File: config.mk
export PLATFORM = sky130hd
export DESIGN_NAME = dac_spi_frame_scheduler
export DESIGN_NICKNAME = d
export VERILOG_FILES = /design/src/rtl/dac_spi_frame_scheduler.sv
export SDC_FILE = /design/constraint.sdc
export NUM_CORES = 1
export LEC_CHECK = 0
export CAP_MARGIN = 10
export CELL_PAD_IN_SITES_DETAIL_PLACEMENT = 0
export CELL_PAD_IN_SITES_GLOBAL_PLACEMENT = 1
export CORE_MARGIN = 2
export CORE_UTILIZATION = 30
export CTS_CLUSTER_DIAMETER = 40
export CTS_CLUSTER_SIZE = 28
export DETAILED_ROUTE_END_ITERATION = 8
export PLACE_DENSITY_LB_ADDON = 0.05
export REMOVE_ABC_BUFFERS = 1
export SYNTH_ARGS = -nofsm -noshare
export SYNTH_HDL_FRONTEND = slang
export SYNTH_SLANG_ARGS = --single-unit
export TNS_END_PERCENT = 5
File: constraint.sdc
create_clock -name clk -period 1.9 [get_ports clk]
set_input_delay 0.285 -clock clk [delete_from_list [all_inputs] [get_ports clk]]
set_output_delay 0.285 -clock clk [all_outputs]
set_load 0.02 [all_outputs]
File: src/rtl/dac_spi_frame_scheduler.sv
`timescale 1ns/1ps
`default_nettype none
// ============================================================================
//  Module      : dac_spi_frame_scheduler
//  Description : Sample-rate frame sequencer for a shared dual-channel 12-bit
//                SPI DAC. Each enabled sample tick latches both channel codes,
//                shifts one 16-bit word per enabled channel (A first), then
//                pulses ldac_n low so both DAC outputs update together.
//  Revision    : 1.0 - initial release
// ============================================================================
module dac_spi_frame_scheduler #(
    parameter int   SAMPLE_DIV = 1000,
    parameter int   SCLK_DIV   = 2,
    parameter int   LDAC_LEN   = 2,
    parameter logic BUF_BIT    = 1'b0,
    parameter logic GA_N_BIT   = 1'b1
) (
    input  logic        clk,
    input  logic        resetn,
    input  logic        enable,
    input  logic        ch_en_a,
    input  logic        ch_en_b,
    input  logic [11:0] sample_a,
    input  logic [11:0] sample_b,
    input  logic        clr_overrun,
    output logic        cs_n,
    output logic        sclk,
    output logic        mosi,
    output logic        ldac_n,
    output logic        busy,
    output logic        frame_done,
    output logic        overrun
);

    localparam int TW = (SAMPLE_DIV > 1) ? $clog2(SAMPLE_DIV) : 1;
    localparam int DW = $clog2(SCLK_DIV + LDAC_LEN + 1);

    localparam logic [TW-1:0] c_tick_last = TW'(SAMPLE_DIV - 1);
    localparam logic [DW-1:0] c_sclk_last = DW'(SCLK_DIV - 1);
    localparam logic [DW-1:0] c_ldac_last = DW'(LDAC_LEN - 1);

    typedef enum logic [2:0] {
        S_IDLE     = 3'd0,
        S_LOAD     = 3'd1,
        S_CS_SETUP = 3'd2,
        S_SHIFT    = 3'd3,
        S_GAP      = 3'd4,
        S_LDAC     = 3'd5
    } state_t;

    state_t          r_state;
    logic [TW-1:0]   r_tcnt;
    logic [DW-1:0]   r_div;       // cycles spent in the current phase
    logic [3:0]      r_bit;       // index of the bit being shifted (0 = MSB)
    logic            r_high;      // 1 while in the sclk-high half of a bit
    logic [14:0]     r_shift;     // remaining bits of the word; MSB goes out directly
    logic            r_chan;      // channel of the word in flight (0 = A)
    logic            r_en_b;      // shadow of ch_en_b taken at LOAD
    logic [11:0]     r_sample_b;  // shadow of sample_b taken at LOAD

    logic            w_tick;
    logic [15:0]     w_word_a;
    logic [15:0]     w_word_b_live;
    logic [15:0]     w_word_b_shadow;

    // DAC command word: channel select, buffer, gain, active (not shutdown), code
    function automatic logic [15:0] make_word(input logic ch, input logic [11:0] code);
        return {ch, BUF_BIT, GA_N_BIT, 1'b1, code};
    endfunction

    assign w_tick          = enable && (r_tcnt == c_tick_last);
    assign w_word_a        = make_word(1'b0, sample_a);
    assign w_word_b_live   = make_word(1'b1, sample_b);
    assign w_word_b_shadow = make_word(1'b1, r_sample_b);

    // Sample-period counter; held at zero while disabled so the first tick
    // always lands a full period after enable rises.
    always_ff @(posedge clk or negedge resetn) begin
        if (!resetn) begin
            r_tcnt <= '0;
        end else if (!enable || (r_tcnt == c_tick_last)) begin
            r_tcnt <= '0;
        end else begin
            r_tcnt <= r_tcnt + 1'b1;
        end
    end

    // Frame sequencer; every SPI/LDAC output is registered alongside the state.
    always_ff @(posedge clk or negedge resetn) begin
        if (!resetn) begin
            r_state    <= S_IDLE;
            cs_n       <= 1'b1;
            sclk       <= 1'b0;
            mosi       <= 1'b0;
            ldac_n     <= 1'b1;
            busy       <= 1'b0;
            frame_done <= 1'b0;
            r_div      <= '0;
            r_bit      <= '0;
            r_high     <= 1'b0;
            r_shift    <= '0;
            r_chan     <= 1'b0;
            r_en_b     <= 1'b0;
            r_sample_b <= '0;
        end else begin
            frame_done <= 1'b0;
            case (r_state)
                S_IDLE: begin
                    if (w_tick && (ch_en_a || ch_en_b)) begin
                        busy    <= 1'b1;
                        r_state <= S_LOAD;
                    end
                end

                S_LOAD: begin
                    r_en_b     <= ch_en_b;
                    r_sample_b <= sample_b;
                    r_div      <= '0;
                    if (ch_en_a) begin
                        r_chan  <= 1'b0;
                        r_shift <= w_word_a[14:0];
                        mosi    <= w_word_a[15];
                        cs_n    <= 1'b0;
                        r_state <= S_CS_SETUP;
                    end else if (ch_en_b) begin
                        r_chan  <= 1'b1;
                        r_shift <= w_word_b_live[14:0];
                        mosi    <= w_word_b_live[15];
                        cs_n    <= 1'b0;
                        r_state <= S_CS_SETUP;
                    end else begin
                        // Both channels dropped before the latch: abandon quietly.
                        busy    <= 1'b0;
                        r_state <= S_IDLE;
                    end
                end

                S_CS_SETUP: begin
                    if (r_div == c_sclk_last) begin
                        r_div   <= '0;
                        r_bit   <= '0;
                        r_high  <= 1'b1;
                        sclk    <= 1'b1;
                        r_state <= S_SHIFT;
                    end else begin
                        r_div <= r_div + 1'b1;
                    end
                end

                S_SHIFT: begin
                    if (r_div != c_sclk_last) begin
                        r_div <= r_div + 1'b1;
                    end else begin
                        r_div <= '0;
                        if (r_high) begin
                            // Falling edge: present the next bit (zero after the LSB).
                            r_high  <= 1'b0;
                            sclk    <= 1'b0;
                            mosi    <= r_shift[14];
                            r_shift <= {r_shift[13:0], 1'b0};
                        end else if (r_bit == 4'd15) begin
                            // Low half of the last bit doubled as CS hold time.
                            cs_n    <= 1'b1;
                            r_state <= S_GAP;
                        end else begin
                            r_bit  <= r_bit + 1'b1;
                            r_high <= 1'b1;
                            sclk   <= 1'b1;
                        end
                    end
                end

                S_GAP: begin
                    if (r_div != c_sclk_last) begin
                        r_div <= r_div + 1'b1;
                    end else begin
                        r_div <= '0;
                        if (!r_chan && r_en_b) begin
                            r_chan  <= 1'b1;
                            r_shift <= w_word_b_shadow[14:0];
                            mosi    <= w_word_b_shadow[15];
                            cs_n    <= 1'b0;
                            r_state <= S_CS_SETUP;
                        end else begin
                            ldac_n     <= 1'b0;
                            frame_done <= (LDAC_LEN == 1);
                            r_state    <= S_LDAC;
                        end
                    end
                end

                S_LDAC: begin
                    if (r_div == c_ldac_last) begin
                        r_div   <= '0;
                        ldac_n  <= 1'b1;
                        busy    <= 1'b0;
                        r_state <= S_IDLE;
                    end else begin
                        r_div      <= r_div + 1'b1;
                        frame_done <= ((r_div + 1'b1) == c_ldac_last);
                    end
                end

                default: begin
                    cs_n    <= 1'b1;
                    sclk    <= 1'b0;
                    mosi    <= 1'b0;
                    ldac_n  <= 1'b1;
                    busy    <= 1'b0;
                    r_div   <= '0;
                    r_state <= S_IDLE;
                end
            endcase
        end
    end

    // Sticky overrun: a tick landing on any non-idle cycle is dropped and
    // flagged; a simultaneous clear loses to the new event.
    always_ff @(posedge clk or negedge resetn) begin
        if (!resetn) begin
            overrun <= 1'b0;
        end else if (w_tick && (r_state != S_IDLE)) begin
            overrun <= 1'b1;
        end else if (clr_overrun) begin
            overrun <= 1'b0;
        end
    end

endmodule
`default_nettype wire

Word level (Yosys, flattened, before mapping) --
Cells that the tools add are included.
Word-level totals: bits in registers 57, bits of input ports 30, output and inout port bits 7, word-level logic and storage cells 142
Cells by class: add/sub/neg operators 3, equality and inequality tests 25, muxes and demuxes 64, bitwise gates (word level) 4, reductions and logical operators 30
Operator list (number):
- 2-to-1 mux 15 bit | 6
- one-hot mux 15 bit (3 select lines) | 1
- 2-to-1 mux 1 bit | 30
- 2-to-1 mux 3 bit | 10
- inequality test 2 bit, second input constant | 13
- one-hot mux 3 bit (6 select lines) | 1
- 2-to-1 mux 4 bit | 4
- AND reduction 7 bit | 2
- one-hot mux 1 bit (4 select lines) | 3
- AND reduction 4 bit | 3
- AND reduction 6 bit | 2
- adder 10 x 1 -> 10 bit, second input constant | 1
- == test 10 bit, second input constant | 1
- 2-to-1 mux 10 bit | 1
- AND reduction 5 bit | 2
- == test 3 x 1 -> 1 bit, second input constant | 3
- one-hot mux 3 bit (3 select lines) | 1
- one-hot mux 4 bit (2 select lines) | 1
- OR reduction 4 bit | 2
- == test 3 x 2 -> 1 bit, second input constant | 2
- == test 3 bit, second input constant | 2
- inequality test 3 bit, second input constant | 2
- one-hot mux 1 bit (3 select lines) | 2
- nonzero test 2 bit | 3
- 15 further kinds | 28

Logic depth before layout (Yosys ltp) --
Gate-level depths: netlist of run 1.
word-level depth 5, depth in mapped cells 7, mapped depth without buffers 5

Worst setup path after synthesis of run 1 --
No wires, ideal clock.
kind register -> register, from reg r_div[1], to reg r_shift[10], library setup time 125 ps, arrival 1821 ps, required time 1775 ps, setup slack -46 ps, cell stages (with the launch flop) 6, buffers on the path 1, clock period less this slack 1946 ps, cells stage by stage dfrtp_1 -> or3b_2 -> a21o_1 -> a21oi_4 -> buf_12 -> mux2_4
On the way: longest elaborated chain between the ends 3, elaborated cells on any way between the ends 4, classes of those cells 3 x eq/ne; 1 x reduce/logical
RTL lines:
- start: declaration | line 53 | logic [DW-1:0] r_div;
- start signal: assignment | line 146 | r_div <= r_div + 1'b1;
- start signal: assignment | line 152 | r_div <= r_div + 1'b1;
- start signal: assignment | line 175 | r_div <= r_div + 1'b1;
- inequality test 3 x 1 -> 1 bit * | line 151, 174
- inequality test 2 bit (no line)
- AND reduction 6 bit (no line) *
- end signal: assignment | line 127 | r_shift <= w_word_b_live[14:0];
- end signal: assignment | line 160 | r_shift <= {r_shift[13:0], 1'b0};
- end signal: assignment | line 180 | r_shift <= w_word_b_shadow[14:0];
- end: declaration | line 56 | logic [14:0] r_shift;
Mark *: on every way between the ends. The rest lies on a longest branch, timed or not. A chain may end at the register's enable or synchronous reset.

Final worst setup path of run 1 --
from reg r_state[2], to reg r_shift[1]
On the way: longest elaborated chain between the ends 3, elaborated cells on any way between the ends 11, classes of those cells 8 x eq/ne; 1 x mux; 2 x reduce/logical
RTL lines:
- start: declaration | line 51 | state_t r_state;
- start signal: assignment | line 91 | r_state <= S_IDLE;
- start signal: assignment | line 111 | r_state <= S_LOAD;
- start signal: assignment | line 124 | r_state <= S_CS_SETUP;
- == test 3 x 1 -> 1 bit, or another cell as far along | line 107 | case (r_state)
- inequality test 3 bit (no line), or another cell as far along
- AND reduction 6 bit (no line)
- end signal: assignment | line 121 | r_shift <= w_word_a[14:0];
- end signal: assignment | line 127
- end signal: assignment | line 160
Several ways; a longest one is shown, not always the timed one.

==> results.yml, run 1 <==
sta:
  maxSlewHeadroom_pct: 71.8
  fin_crit_sh_pct: 97.4
  worst-slew-pin-transition_ns: 0.418
  rsz0062_at_grt: "false"
  fmax_ghz: 0.541
  count_of_pins_over_their_slew_limit: 0
  finalSetupViolCount: 0
  finalWorstPathRequiredPeriod_ns: 1.85
  finalWorstSetupSlack_ns: 0.0500
  skew_ns: 0.0103
  timing_hold_violations_final: 0
worst_hold_path:
  timing.hold.worst.class: "input pin to async pin"
yosys:
  synthesis.area_sq_um: 3140
  synth-edff-count: 0
  async_s_r_ff_share_synth_pct: 100
  synth_sequential_area_ratio_pct: 45.5
  synth_area_per_cell_sq_um: 10.7
  postSynth.topFlopCell: "sky130_fd_sc_hd__dfrtp_1"
  syn_inst: 293
  synth.top_cell.area_share_pct: 43.8
  postSynthRegisterBits: 57
  synth_top_cell_by_area: "sky130_fd_sc_hd__dfrtp_1"
  synth-warning-count: 0
  synth_top_cells_by_area: "sky130_fd_sc_hd__dfrtp_1 44%, sky130_fd_sc_hd__mux2_2 7.5%, sky130_fd_sc_hd__mux2i_1 6.1%"
  synth_cell_type_count: 57
setup_path:
  critPathCapture: "r_shift[1]"
  setup.worst_path.start: "r_state[2]"
  cp-end-kind: "flip-flop"
  worstRegToRegCells: 5
  critical_path_class: "flip-flop to flip-flop"
  critical_path_required_ns: 2.12
  timing.reg2reg.setup_slack_ns: 0.05
  worstReg2RegEnd: "r_shift[1]"
  path_max_fanout: 8
  critical_path_arrival_ns: 2.07
  r2r-start: "r_state[2]"
  crit_path_start_kind: "flip-flop"
cells_and_area:
  finalNetCount: 396
  num_antenna_cells: 0
  area.growth.synth_to_final_pct: 31.4
  final_common_cell: "sky130_fd_sc_hd__dfrtp_1"
  drive_above_1_share_pct: 24.9
  design_area_sq_um: 4130
  layout.cells.most_common_list: "55 x sky130_fd_sc_hd__dfrtp_1, 36 x sky130_fd_sc_hd__buf_4, 35 x sky130_fd_sc_hd__clkdlybuf4s50_1"
power_and_ir_drop:
  ir_drop_mv: 0.270
  power_total_mw: 2.60
  leak_pwr_nw: 1.82
  powerDensity_nw_per_um2: 629
cts:
  cts_max_level: 3
  insertion_delay_ns: 0.34
  number_of_buffers_on_the_longest_clock_path: 2
  number_of_buffers_created_by_cts: 9
  cts_root_buffer: "sky130_fd_sc_hd__clkbuf_8"
  cts_tree: "done"
  tritoncts_sink_count: 57
  clk_pin_slew_ns: 0.07
die:
  die_height_um: 106
  floorplan.initialDensity_pct: 30.7
  ioPinCount: 37
  overall_die_area_sq_um: 11300
  fp.dieW_um: 106
  rows: 37
  core_sq_um: 10200
grt:
  first_global_vias: 2496
  global_route.overflow_total: 0
  initial_antenna_violation_count: 0
  grt_start_max_net_pins: 58
  groute.usage.overall_pct: 15.4
  grt_pass1_wl_um: 13400
detailed_routing:
  detail_route.drc_violations: 0
  initialDrtViolationCount: 58
  drtAntennaViolNets: 0
  via_count: 2509
  vias_per_cell: 4.97
  detail_route.wirelength_um: 8180
  detail_route.wl_per_cell_um: 16.2
  drt_first_pass_iters: 4
placed_design:
  gp_routability_congestion: 0.746
  dp_hpwl_um: 5560
  dpl_cell_area_sq_um: 3890
  placement.io_buffers: 36
  detailedPlace.worstSlack_ns: -0.0483
outcome:
  run_status: "finished clean"
job:
  max-cap-violations: 0
==> metal layers <==
| layer | GRT usage [%] | routed length [um] | part of all wire [%] |
|---|---|---|---|
| met1 | 20.8 | 4020 | 49 |
| met2 | 24.5 | 3850 | 47 |
| met3 | 3.99 | 232 | 2.8 |
| met4 | 4.04 | 86 | 1.1 |
| met5 | 0 | 0 | 0 |
==> worst max-delay path: stages, from the launching register on <==
cell,delay (ns)
sky130_fd_sc_hd__dfrtp_1,0.41
sky130_fd_sc_hd__or3b_4,0.44
sky130_fd_sc_hd__a21o_1,0.22
sky130_fd_sc_hd__a21oi_4,0.17
sky130_fd_sc_hd__buf_12,0.15
sky130_fd_sc_hd__mux2_2,0.34
==> state kept, by name, summed over array words and instances (netlist names) <==
register    flops
mosi            1
r_shift        15
frame_done      1
ldac_n          1
r_sample_b     12
r_en_b          1
sclk            1
r_div           3
cs_n            1
r_chan          1
r_bit           4
r_high          1
r_tcnt         10
r_state         3
busy            1
overrun         1
==> area by class of cell <==
cell class,instances,area [sq um]
inverter,11,41.3
clock buffer,13,159
clock inverter,3,40.0
fill,1054,6100
multi-input combinational,208,1590
sequential,57,1430
timing repair buffer,77,698
tap,136,170
==> what timing repair did <==
item / 4_1_cts / 5_1_grt
setup buffers: 1 / 0
hold endpoints to repair: 55 / 0
resized for setup: 1 / 5
hold buffers: 1 / 0
pin swaps: 0 / 1
setup endpoints to repair: 12 / 14
==> how the worst min path moves through the flow <==
stage / startpoint / end / slack, ns / depth (start not counted)
final: resetn / r_bit[3] / 0.49 / 3
after global routing: resetn / busy / 0.50 / 3
after CTS: resetn / busy / 0.48 / 3
after detailed placement: resetn / r_bit[3] / 0.32 / 2
after global placement: resetn / r_bit[3] / 0.33 / 2
after floorplan: resetn / busy / -0.01 / 0
==> power by group <==
part	leakage (nW)	internal [mW]	switching, mW
registers	0.719	1.22	0.00707
logic	0.993	0.110	0.0812
clock network	0.103	0.675	0.507
==> cells by family (layout without fill, tap and decap cells) <==
kind of cell	Yosys count	after routing	share of synthesized area, %
adder cells (fa/ha/maj)	2	2	0.796
XOR/XNOR	9	9	2.51
AND/OR/NAND/NOR	78	78	13.0
buffers and inverters	28	104	4.26
AO/OA/AOI/OAI	72	72	17.1
multiplexers	47	47	16.9
flip-flops	57	57	45.5
==> metrics by stage <==
stage,instances,TNS [ns],utilization (%),hold WS [ns]
2_1_floorplan,276,-9.19,-,-0.0106
3_3_place_gp,487,-0.245,38.1,0.327
3_5_place_dp,487,-0.305,38.1,0.323
4_1_cts,505,0,40.2,0.484
5_1_grt,505,0,40.4,0.499
6_report,505,0,40.4,0.486
==> synthesized netlist by cell type, drive strengths merged (6+ instances only) <==
| cell type | instances |
|---|---|
| a21oi | 8 |
| dfrtp | 55 |
| xor2 | 8 |
| o21ai | 12 |
| nand3 | 6 |
| buf | 7 |
| a221oi | 12 |
| clkbuf | 10 |
| nand2 | 12 |
| inv | 10 |
| nor2 | 28 |
| o2bb2ai | 12 |
| mux2i | 19 |
| mux2 | 28 |
Note: power is estimated with default switching activity, not from simulation.
==> inputs of run 2 (changes only) <==
Settings changed: CTS_CLUSTER_DIAMETER 40 to 60.
==> results of run 2 <==
Same layout as run 1: the final DEF is identical, and so are final timing and power.
